$ cat src/rtl/alu_pkg.sv
// Shared opcode encoding and data width for the ALU and its shifter.
package alu_pkg;

  localparam int DATA_W = 16;
  localparam int SHAMT_W = 4;

  typedef enum logic [2:0] {
    ALU_ADD = 3'd0,
    ALU_SUB = 3'd1,
    ALU_AND = 3'd2,
    ALU_OR  = 3'd3,
    ALU_XOR = 3'd4,
    ALU_SLT = 3'd5,
    ALU_SLL = 3'd6,
    ALU_SRL = 3'd7
  } alu_op_e;

endpackage

$ cat src/rtl/alu_shifter.sv
// Barrel shifter for SLL/SRL, including the last bit shifted out.
module alu_shifter
  import alu_pkg::*;
(
  input  logic [DATA_W-1:0]  data,
  input  logic [SHAMT_W-1:0] amount,
  input  logic               right,
  output logic [DATA_W-1:0]  result,
  output logic               carry
);

  logic [DATA_W:0] left_ext;
  logic [DATA_W:0] right_ext;

  // Widen by one bit so the final shifted-out bit lands in the extension;
  // a zero shift leaves the extension bit 0, giving carry 0 for free.
  always_comb begin
    left_ext  = {1'b0, data} << amount;
    right_ext = {data, 1'b0} >> amount;
    if (right) begin
      result = right_ext[DATA_W:1];
      carry  = right_ext[0];
    end else begin
      result = left_ext[DATA_W-1:0];
      carry  = left_ext[DATA_W];
    end
  end

endmodule

$ cat src/rtl/alu.sv
// 16-bit ALU: combinational result and flags, plus registered copies.
module alu
  import alu_pkg::*;
(
  input  logic              clk,
  input  logic              rst_n,
  input  logic [DATA_W-1:0] Alu_inputA,
  input  logic [DATA_W-1:0] Alu_inputB,
  input  logic [2:0]        Alu_control,
  output logic [DATA_W-1:0] Alu_result,
  output logic              Zero,
  output logic              Carry,
  output logic              Overflow,
  output logic [DATA_W-1:0] Alu_result_q,
  output logic              Zero_q,
  output logic              Carry_q,
  output logic              Overflow_q
);

  alu_op_e           op;
  logic [DATA_W:0]   sum;
  logic [DATA_W:0]   diff;
  logic [DATA_W-1:0] shift_result;
  logic              shift_carry;
  logic              sign_a;
  logic              sign_b;

  assign op     = alu_op_e'(Alu_control);
  assign sign_a = Alu_inputA[DATA_W-1];
  assign sign_b = Alu_inputB[DATA_W-1];

  // Only B[3:0] reaches the shifter, so upper B bits cannot affect shifts.
  alu_shifter u_shifter (
    .data   (Alu_inputA),
    .amount (Alu_inputB[SHAMT_W-1:0]),
    .right  (op == ALU_SRL),
    .result (shift_result),
    .carry  (shift_carry)
  );

  // Operation select and per-operation carry/overflow.
  always_comb begin
    // NOTE: every output gets a default first so no path leaves it unassigned,
    // which would otherwise infer a latch.
    Alu_result = '0;
    Carry      = 1'b0;
    Overflow   = 1'b0;
    sum        = {1'b0, Alu_inputA} + {1'b0, Alu_inputB};
    diff       = {1'b0, Alu_inputA} - {1'b0, Alu_inputB};
    case (op)
      ALU_ADD: begin
        Alu_result = sum[DATA_W-1:0];
        Carry      = sum[DATA_W];
        Overflow   = (sign_a == sign_b) && (sum[DATA_W-1] != sign_a);
      end
      ALU_SUB: begin
        Alu_result = diff[DATA_W-1:0];
        Carry      = diff[DATA_W];  // borrow: A < B unsigned
        Overflow   = (sign_a != sign_b) && (diff[DATA_W-1] != sign_a);
      end
      ALU_AND: Alu_result = Alu_inputA & Alu_inputB;
      ALU_OR:  Alu_result = Alu_inputA | Alu_inputB;
      ALU_XOR: Alu_result = Alu_inputA ^ Alu_inputB;
      ALU_SLT: Alu_result = {{(DATA_W-1){1'b0}},
                             ($signed(Alu_inputA) < $signed(Alu_inputB))};
      ALU_SLL, ALU_SRL: begin
        Alu_result = shift_result;
        Carry      = shift_carry;
      end
    endcase
  end

  // Zero is taken from the final result for every operation.
  assign Zero = (Alu_result == '0);

  // Registered copies of result and flags, loaded every cycle.
  always_ff @(posedge clk or negedge rst_n) begin
    if (!rst_n) begin
      Alu_result_q <= '0;
      Zero_q       <= 1'b0;
      Carry_q      <= 1'b0;
      Overflow_q   <= 1'b0;
    end else begin
      // NOTE: non-blocking assignments so all registers sample the same
      // pre-edge values regardless of statement order.
      Alu_result_q <= Alu_result;
      Zero_q       <= Zero;
      Carry_q      <= Carry;
      Overflow_q   <= Overflow;
    end
  end

endmodule

$ cat config.mk
export PLATFORM = sky130hd
export DESIGN_NAME = alu
export DESIGN_NICKNAME = d
export VERILOG_FILES = /design/src/rtl/alu_pkg.sv /design/src/rtl/alu_shifter.sv /design/src/rtl/alu.sv
export SDC_FILE = /design/constraint.sdc
export NUM_CORES = 1
export LEC_CHECK = 0
export ABC_CLOCK_PERIOD_IN_PS = 3900
export BUFFER_PORTS_ARGS = -buffer_cell sky130_fd_sc_hd__buf_2
export CAP_MARGIN = 25
export CELL_PAD_IN_SITES_DETAIL_PLACEMENT = 1
export CELL_PAD_IN_SITES_GLOBAL_PLACEMENT = 1
export CORE_ASPECT_RATIO = 1.25
export CORE_MARGIN = 2
export CORE_UTILIZATION = 25
export DETAILED_ROUTE_END_ITERATION = 7
export GPL_TIMING_DRIVEN = 0
export PLACE_DENSITY_LB_ADDON = 0.25
export SLEW_MARGIN = 20
export SYNTH_ARGS = -nofsm -noshare
export SYNTH_HDL_FRONTEND = slang
export SYNTH_HIERARCHICAL = 1
export SYNTH_SLANG_ARGS = --single-unit
$ cat constraint.sdc
create_clock -name clk -period 3.9 [get_ports clk]
set_clock_uncertainty 0.05 [all_clocks]
set_input_delay 0.195 -clock clk [delete_from_list [all_inputs] [get_ports clk]]
set_output_delay 0.195 -clock clk [all_outputs]
set_load 0.005 [all_outputs]
==> flow_summary.toml, run 1 <==
[worst_setup_path]
required_ns = 3.65
worstSetupEndpointType = "output port"
worstSetupPathType = "input port to output port"
critPathMaxFanout = 10
cp-start-kind = "input port"
crit_end = "Zero"
crit_path_start = "Alu_inputB[0]"
critPathArrivalTime_ns = 3.50

[placed_design]
portBuffers = 73
gp_congestion = 0.911
hpwl_mm = 20.8
dp_slack_ns = -1.52
placed_area_um2 = 6290

[global_route]
grt.met3_usage_pct = 1.19
grt_util_met1_pct = 27.3
gr-total-overflow = 0
grt_start_max_net_pins = 20
grt_pass1_vias = 6366
top_usage_layer = "met2"
grt_pass1_wl_mm = 39.4
antenna_found_initial = 0
use_met2_pct = 41.4
groute.usage.overall_pct = 22.4

[sta]
whs_ns = 0.346
setup_viol = 0
max-slew-margin-rel_pct = 27.5
period_share_pct = 96.1
rsz0062_at_grt = "false"
period_needed_ns = 3.75
hold_viol_final = 0
fmax_mhz = 267
fin_ws_ns = 0.150
drv_slew = 0
worst_pin_slew_ns = 1.08

[routing]
finalWirelength_mm = 26.2
wl_per_cell_um = 24.3
drc_errors = 0
antenna_left = 0
first_pass_iters = 4
vias = 6256
vias_per_cell = 5.80
drtIter0Drc = 512

[synth]
synthArstFlopShare_pct = 100
yosys.cell_types.count = 84
ys_ff_latch = 19
syn_area_per_cell_um2 = 7.72
synth_edf_count = 0
syn_nets = 809
synth_area_um2 = 5570
yosysWarnings = 6
ys_seq_area_share_pct = 8.53
synth_flop_cell = "dfrtp_1"
syn_inst = 722

[pwr]
seqPwrFrac_pct = 16.7
power_frac_clock_pct = 15.9
max-vdd-ir-drop_v = 0.000273
p_per_area_nw_per_um2 = 212
p_leak_nw = 2.81
combPwrFrac_pct = 67.4
p_int_w = 0.000728
p_sw_share_pct = 47.4
total_power_w = 0.00138
power_switching_w = 0.000655

[cts]
clk_pin_slew_ns = 0.06
root_buffer = "clkbuf_16"
h-tree-depth = 1
clock_path_buffers = 2
cts_buffers = 3
cts_sinks = 19
tritoncts = "yes"

[status]
status = "finished, final reports clean"

[finish]
fin_util_pct = 29.7
nNetsFinal = 884
final_common_cell = "buf_2"
num_antenna_cells = 0
mostFrequentLayoutCells = "buf_2 (83), nor2_1 (64), inv_1 (55)"
syn_to_final_growth_pct = 17.4
drive_above_1_share_pct = 22.6
fillers = 2688
final_area_um2 = 6540

[floorplanning]
rows = 61
die_y_um = 171
die_area_um2 = 23500
initial_core_util_pct = 25.3
die_x_um = 138
core_area_um2 = 22100
boundaryPins = 75

[hold_path]
hold_path.class = "input port to flop"
hold_start = "Alu_inputA[15]"

[flow_run]
max_cap_violations = 0
-- worst max-delay path: stages --
cell and delay, ns:
buf_2 0.15, buf_4 0.16, buf_6 0.18, mux4_2 0.52
and2_1 0.20, nor3_2 0.25, o31ai_1 0.14, and2_1 0.20
o21ai_1 0.20, o21ai_0 0.17, o2111ai_1 0.19, o21ai_0 0.19
nor3_1 0.23, nand4bb_2 0.21, nor3_2 0.17, buf_2 0.14
-- timing repair --
| action | 4_1_cts | 5_1_grt |
|---|---|---|
| buffers inserted | 2 | 1 |
| hold buffers | 1 | 0 |
| cloned | 0 | 0 |
| endpoints found under the hold margin | 19 | 0 |
| pin swaps | 5 | 3 |
| gates resized for setup | 26 | 13 |
| setup endpoints to repair | 29 | 1 |
-- registers in the layout, summed over array words and instances, names as in the netlist --
name,count
Alu_result_q,16
Carry_q,1
Overflow_q,1
Zero_q,1
-- area by class of cell --
cell class / instances / area (µm²) / area share [%]
sequential: 19 / 475 / 7.27
inverter: 58 / 219 / 3.35
clock buffer: 4 / 78.8 / 1.21
multi-input combinational: 579 / 4660 / 71.2
timing repair buffer: 77 / 400 / 6.12
tap: 283 / 354 / 5.41
buffer: 59 / 354 / 5.41
-- through the flow --
stage	cells	setup TNS, ns
CTS	1082	0
detailed placement	1078	-16.95
global placement	1078	-18.28
finish	1079	0
global route	1079	0
floorplan	722	0
-- cell families (layout without fill, tap and decap cells) --
kind of cell	Yosys count	count (layout)	synth area share, %
xor+xnor	3	3	0.472
mux	60	60	17.6
simple gates	231	231	20.8
compound gates	235	235	31.3
flops	19	19	8.53
fa+ha+maj	50	50	11.5
buf+inv	124	198	9.77
-- cell usage after synthesis (all sizes together) (8+ instances only) --
cell,number,area (µm²)
o211ai,14,110
or2,8,50.0
o21ai,38,194
and2,8,50.1
mux2i,24,240
a21oi,44,220
dfrtp,19,475
a211oi,11,95.1
ha,48,601
buf,30,191
mux4,30,676
nor3,19,100
o21a,9,67.6
nor2,66,250
a211o,8,70.1
inv,57,214
nand2,49,184
nand2b,16,100
a21o,9,67.6
nand3,14,70.1
nor2b,20,125
clkbuf,36,135
a22oi,10,75.1
-- worst min-delay path by stage --
stage          cells past startpoint                         to  slack [ns]
2_1_floorplan                      0  Alu_result_q[0]$_DFF_PN0_       -0.15
3_3_place_gp                       1           Zero_q$_DFF_PN0_        0.12
3_5_place_dp                       1           Zero_q$_DFF_PN0_        0.12
4_1_cts                            2       Overflow_q$_DFF_PN0_        0.36
5_1_grt                            2       Overflow_q$_DFF_PN0_        0.38
6_report                           2       Overflow_q$_DFF_PN0_        0.35
-- routing by layer --
layer | up-vias | part of all wire [%]
met5 | - | 0
met4 | 0 | 3.0
met2 | 186 | 52
met3 | 45 | 3.1
li1 | 2847 | -
met1 | 3178 | 42
-- power by group through the flow --
stage / combinational (W) / clock, W / sequential [W]
global route: 0.00101 / 0.000234 / 0.000234
floorplan: 0.000562 / 0 / 0.000241
CTS: 0.000911 / 0.000235 / 0.000232
detailed placement: 0.000894 / 0 / 0.000235
finish: 0.000932 / 0.000220 / 0.000231
global placement: 0.000891 / 0 / 0.000235
Note: power is estimated with default switching activity, not from simulation.
==> inputs of run 2 (changes only) <==
Settings changed: SYNTH_HIERARCHICAL 1 to default.
==> run 2 against run 1 <==
Compared with the run above:
- cell area down 13%
- wire length fell by 12%
- worst setup slack lost 0.026 ns
- critical path type unchanged
- sequential power barely moved
- clock power down 5%
- non-clock buffer count down 18
- largest cell class unchanged
- count of clock-buffer cells in the layout unchanged
- maximum frequency is 0.70% lower
==> flow_summary.toml, run 2 <==
[status]
status = "finished, final reports clean"

[sta]
hold_viol_final = 0
max-slew-margin-rel_pct = 42.6
fmax_mhz = 265
setup_tns_ns = 0
setup_viol = 0
period_share_pct = 96.8
whs_ns = 0.357
worst_pin_slew_ns = 0.858
drv_slew = 0
fin_ws_ns = 0.124
period_needed_ns = 3.78

[pwr]
max-vdd-ir-drop_v = 0.000149
p_per_area_nw_per_um2 = 220
p_leak_nw = 2.49
total_power_w = 0.00125

[synth]
post-synth-top-count-cell = "a21oi_1"
syn_inst = 613
synthArstFlopShare_pct = 100
synth_area_leaders = "ha_1 (13%), dfrtp_1 (10%), mux4_2 (5.7%)"
yosysWarnings = 0
yosys.cell_types.count = 85
synth_top_area_share_pct = 12.9
synth_area_leader_cell = "ha_1"
ys_seq_area_share_pct = 10.0
synth_commonest_cells = "a21oi_1 (52), ha_1 (49), inv_1 (49)"
synth_edf_count = 0
ys_ff_latch = 19
syn_area_per_cell_um2 = 7.73
synth_flop_cell = "dfrtp_1"
synth_area_um2 = 4740
syn_nets = 701

[flow_run]
max_cap_violations = 0

[cts]
h-tree-depth = 1
clk_pin_slew_ns = 0.05
clock_path_buffers = 2
tritoncts = "yes"
cts_sinks = 19
root_buffer = "clkbuf_16"
cts_buffers = 3

[worst_setup_path]
critPathArrivalTime_ns = 3.53
worstSetupEndpointType = "output port"
required_ns = 3.65
worstSetupPathType = "input port to output port"
critPathMaxFanout = 10
cp-start-kind = "input port"

[placed_design]
gp_congestion = 0.967
dp_slack_ns = -0.961
portBuffers = 73
hpwl_mm = 18.8

[floorplanning]
boundaryPins = 75
die_y_um = 158
die_area_um2 = 20100
rows = 56
initial_core_util_pct = 25.3
die_x_um = 127
core_area_um2 = 18700

[global_route]
antenna_found_initial = 0
grt_pass1_vias = 5657
groute.usage.overall_pct = 22.6
grt_pass1_wl_mm = 34.5
top_usage_layer = "met2"
use_met2_pct = 41.9
grt.met3_usage_pct = 1.55
grt_util_met1_pct = 26.0
gr-total-overflow = 0
grt_start_max_net_pins = 21

[finish]
syn_to_final_growth_pct = 20.1
largest_reg_flops = 16
drive_above_1_share_pct = 22.4
fin_util_pct = 30.4
largest_register = "Alu_result_q"
num_antenna_cells = 0
mostFrequentLayoutCells = "buf_2 (80), a21oi_1 (52), inv_1 (47), ha_1 (47), nor2_1 (45)"
nNetsFinal = 780
final_common_cell = "buf_2"

[routing]
wl_per_cell_um = 24.9
vias = 5423
drtIter0Drc = 342
antenna_left = 0
drc_errors = 0
vias_per_cell = 5.88
first_pass_iters = 5
finalWirelength_mm = 23.0

[hold_path]
hold_path.class = "input port to asynchronous set/reset pin"
==> run 2: changes by cell type after synthesis, moves of 7 or more <==
cell      before  now
a21oi_1       44   52
nor2b_1       20   11
o21ai_0       31   22
buf_2         18   11
nand2b_1      16    9
nor2_1        65   46
clkbuf_1      36   27
mux4_2        30   12
==> run 2: final timing paths <==
| check | startpoint | slack, ns | depth (start not counted) | to |
|---|---|---|---|---|
| max in group asynchronous | rst_n | 3.16 | 2 | Carry_q$_DFF_PN0_ |
| setup / recovery | Alu_inputA[9] | 0.12 | 15 | Zero |
| min in group clk | Alu_inputB[15] | 0.41 | 4 | Carry_q$_DFF_PN0_ |
| hold / removal | rst_n | 0.36 | 2 | Alu_result_q[3]$_DFF_PN0_ |
==> run 2: what timing repair did <==
| item | in CTS | in global routing |
|---|---|---|
| hold buffers | 1 | 0 |
| endpoints found under the setup margin | 10 | 3 |
| setup buffers | 3 | 1 |
| gates resized for setup | 16 | 30 |
| pin swaps | 3 | 9 |
| endpoints found under the hold margin | 19 | 0 |
==> run 2: per-layer routing <==
layer  up-vias  wire [µm]
met5         -          0
met4         0       1240
met1      2695       9320
met3        62        932
li1       2456          -
met2       210      11500
==> run 2: critical path: stages <==
cell	delay, ns
buf_2	0.23
inv_1	0.08
ha_1	0.28
clkbuf_1	0.32
inv_1	0.11
nor3_1	0.38
o211ai_1	0.24
buf_4	0.20
nand4_1	0.08
or3b_1	0.40
a2bb2oi_4	0.19
nor4_4	0.16
nand4bb_1	0.19
nor4_2	0.29
buf_2	0.17
==> run 2: cell type report <==
cell class | count | area (µm²)
repair buffers | 78 | 408
inverters | 51 | 200
flip-flops and latches | 19 | 475
clock buffers | 4 | 78.8
plain buffers | 40 | 251
fillers | 2246 | 13000
multi-input cells | 499 | 3990
well taps | 232 | 290
==> run 2: stage by stage <==
stage | std cells | cell area (µm²)
2_1_floorplan | 613 | 4740
3_3_place_gp | 918 | 5400
3_5_place_dp | 918 | 5400
4_1_cts | 923 | 5560
5_1_grt | 923 | 5690
6_report | 923 | 5690
==> run 2: kinds of logic (layout without fill, tap and decap cells) <==
group | Yosys count | after routing | synth area share (%)
buf+inv | 95 | 173 | 8.97
flops | 19 | 19 | 10.0
mux | 48 | 48 | 14.9
xor+xnor | 10 | 10 | 1.85
compound gates | 204 | 204 | 30.5
simple gates | 186 | 186 | 20.0
fa+ha+maj | 51 | 51 | 13.8
==> run 2: report_power, final <==
part	switching [W]	internal (W)
Sequential	0.00000533	0.000225
Combinational	0.000504	0.000309
Clock	0.0000703	0.000139
==> inputs of run 3 (changes only) <==
--- a/config.mk
+++ b/config.mk
@@ -15,2 +15,3 @@
 export CORE_UTILIZATION = 25
+export CTS_BUF_LIST = sky130_fd_sc_hd__clkbuf_16
 export DETAILED_ROUTE_END_ITERATION = 7
--- a/constraint.sdc
+++ b/constraint.sdc
@@ -4,2 +4,2 @@
 set_output_delay 0.195 -clock clk [all_outputs]
-set_load 0.005 [all_outputs]
+set_load 0.1 [all_outputs]
==> run 3 against run 2 <==
Compared with the run above:
- global-route usage is essentially flat
- worst setup slack is essentially flat
- first-iteration DRC count up 15%
- utilization increased by 1.1 points
- final cell count grew 0.54%
- cell area increased by 3.6%
- die area did not move
- highest routed layer unchanged
- flip-flop and latch count is the same
- sequential share of layout area is 0.29 points lower
==> flow_summary.toml, run 3 (synthesis results as in run 2) <==
[finish]
largest_reg_flops = 16
fin_util_pct = 31.5
mostFrequentLayoutCells = "buf_2 (74), a21oi_1 (50), inv_1 (49)"
num_antenna_cells = 0
final_common_cell = "buf_2"
largest_register = "Alu_result_q"
drive_above_1_share_pct = 25.9
nNetsFinal = 785
syn_to_final_growth_pct = 24.4

[worst_setup_path]
required_ns = 3.65
crit_path_top_delay_cell = "or3b_1"
critPathMaxFanout = 12
max_stage_delay_ns = 0.37
worstSetupEndpointType = "output port"
worstSetupPathType = "input port to output port"
crit_chain = "buf_2 -> buf_12 -> inv_4 -> buf_6 -> buf_8 -> ha_4 -> a211oi_4 -> o21ai_2 -> o211ai_1 -> buf_4 -> buf_4 -> nand4_1 -> or3b_1 -> a2bb2oi_2 -> nor4_4 -> nand4bb_2 -> nor4_4 -> buf_6"
critPathArrivalTime_ns = 3.53
cp-start-kind = "input port"

[routing]
drtIter0Drc = 393
antenna_left = 0
drc_errors = 0
vias_per_cell = 5.78
vias = 5368
wl_per_cell_um = 24.9
finalWirelength_mm = 23.1
first_pass_iters = 5

[sta]
fmax_mhz = 265
hold_viol_final = 0
drv_slew = 0
setup_viol = 0
period_needed_ns = 3.78
worst_pin_slew_ns = 0.802
whs_ns = 0.354
period_share_pct = 96.8
fin_ws_ns = 0.124
max-slew-margin-rel_pct = 45.7

[floorplanning]
die_y_um = 158
die_area_um2 = 20100
core_area_um2 = 18700
rows = 56
die_x_um = 127
initial_core_util_pct = 25.3
boundaryPins = 75

[placed_design]
dp_slack_ns = -0.825
gp_congestion = 0.989
portBuffers = 73
hpwl_mm = 18.9

[status]
status = "finished, final reports clean"

[pwr]
p_leak_nw = 2.56
max-vdd-ir-drop_v = 0.000211
p_per_area_nw_per_um2 = 288

[hold_path]
hold_path.class = "input port to asynchronous set/reset pin"

[global_route]
groute.usage.overall_pct = 22.6
gr-total-overflow = 0
antenna_found_initial = 0
grt_pass1_wl_mm = 34.7
grt_pass1_vias = 5771
grt_start_max_net_pins = 20

[flow_run]
max_cap_violations = 0

[cts]
tritoncts = "yes"
h-tree-depth = 1
cts_sinks = 19
cts_buffers = 3
clk_pin_slew_ns = 0.05
clock_path_buffers = 2
root_buffer = "clkbuf_16"
[run 3: layout make-up]
class | count | area [µm²]
Buffer | 41 | 300
Clock buffer | 3 | 75.1
Clock inverter | 1 | 3.75
Fill cell | 2279 | 12800
Inverter | 51 | 201
Multi-Input combinational cell | 499 | 4100
Sequential cell | 19 | 475
Tap cell | 232 | 290
Timing Repair Buffer | 82 | 449
[run 3: worst max-delay path: cells and delay by family]
family | cells | cell delay [ns]
simple gates | 5 | 1.16
buf+inv | 8 | 1.22
compound gates | 4 | 0.64
fa+ha+maj | 1 | 0.30
[run 3: repair_timing]
action	CTS	global route
endpoints found under the hold margin	19	0
resized for setup	11	30
cloned	0	0
hold buffers	1	0
buffers inserted	2	6
pin swaps	6	8
setup endpoints to repair	4	5
[run 3: how the worst max path moves through the flow]
stage	from	slack, ns	to	cells after the start
floorplan	Alu_inputB[2]	-0.41	Zero_q$_DFF_PN0_	14
global placement	Alu_inputB[1]	-0.71	Zero	16
detailed placement	Alu_inputB[1]	-0.83	Zero	16
CTS	Alu_inputB[1]	0.005	Zero	16
global route	Alu_inputB[3]	-0.04	Zero	17
finish	Alu_inputB[1]	0.12	Zero	18
[run 3: report_power, final]
group / internal [W] / total [W] / leakage, nW / switching (W)
Combinational: 0.000330 / 0.00126 / 2.28 / 0.000934
Clock: 0.000136 / 0.000204 / 0.0423 / 0.0000681
Sequential: 0.000225 / 0.000230 / 0.239 / 0.00000535
Total: 0.000691 / 0.00170 / 2.56 / 0.00101
[run 3: per-layer routing]
layer / vias up / track usage, % / part of all wire (%)
met4: 0 / 12.7 / 5.7
met5: - / 0 / 0
met3: 67 / 2.13 / 3.4
li1: 2462 / - / -
met2: 182 / 40.3 / 49
met1: 2657 / 26.5 / 42
[run 3: stage by stage]
step                      total power (W)  setup TNS, ns  std cells  area, µm²
final                             0.00170              0        928       5900
after global routing              0.00178        -0.0433        928       5900
after CTS                         0.00166              0        924       5730
after detailed placement          0.00144          -1.54        918       5590
after global placement            0.00142          -1.25        918       5590
after floorplan                   0.00115         -0.781        613       4930
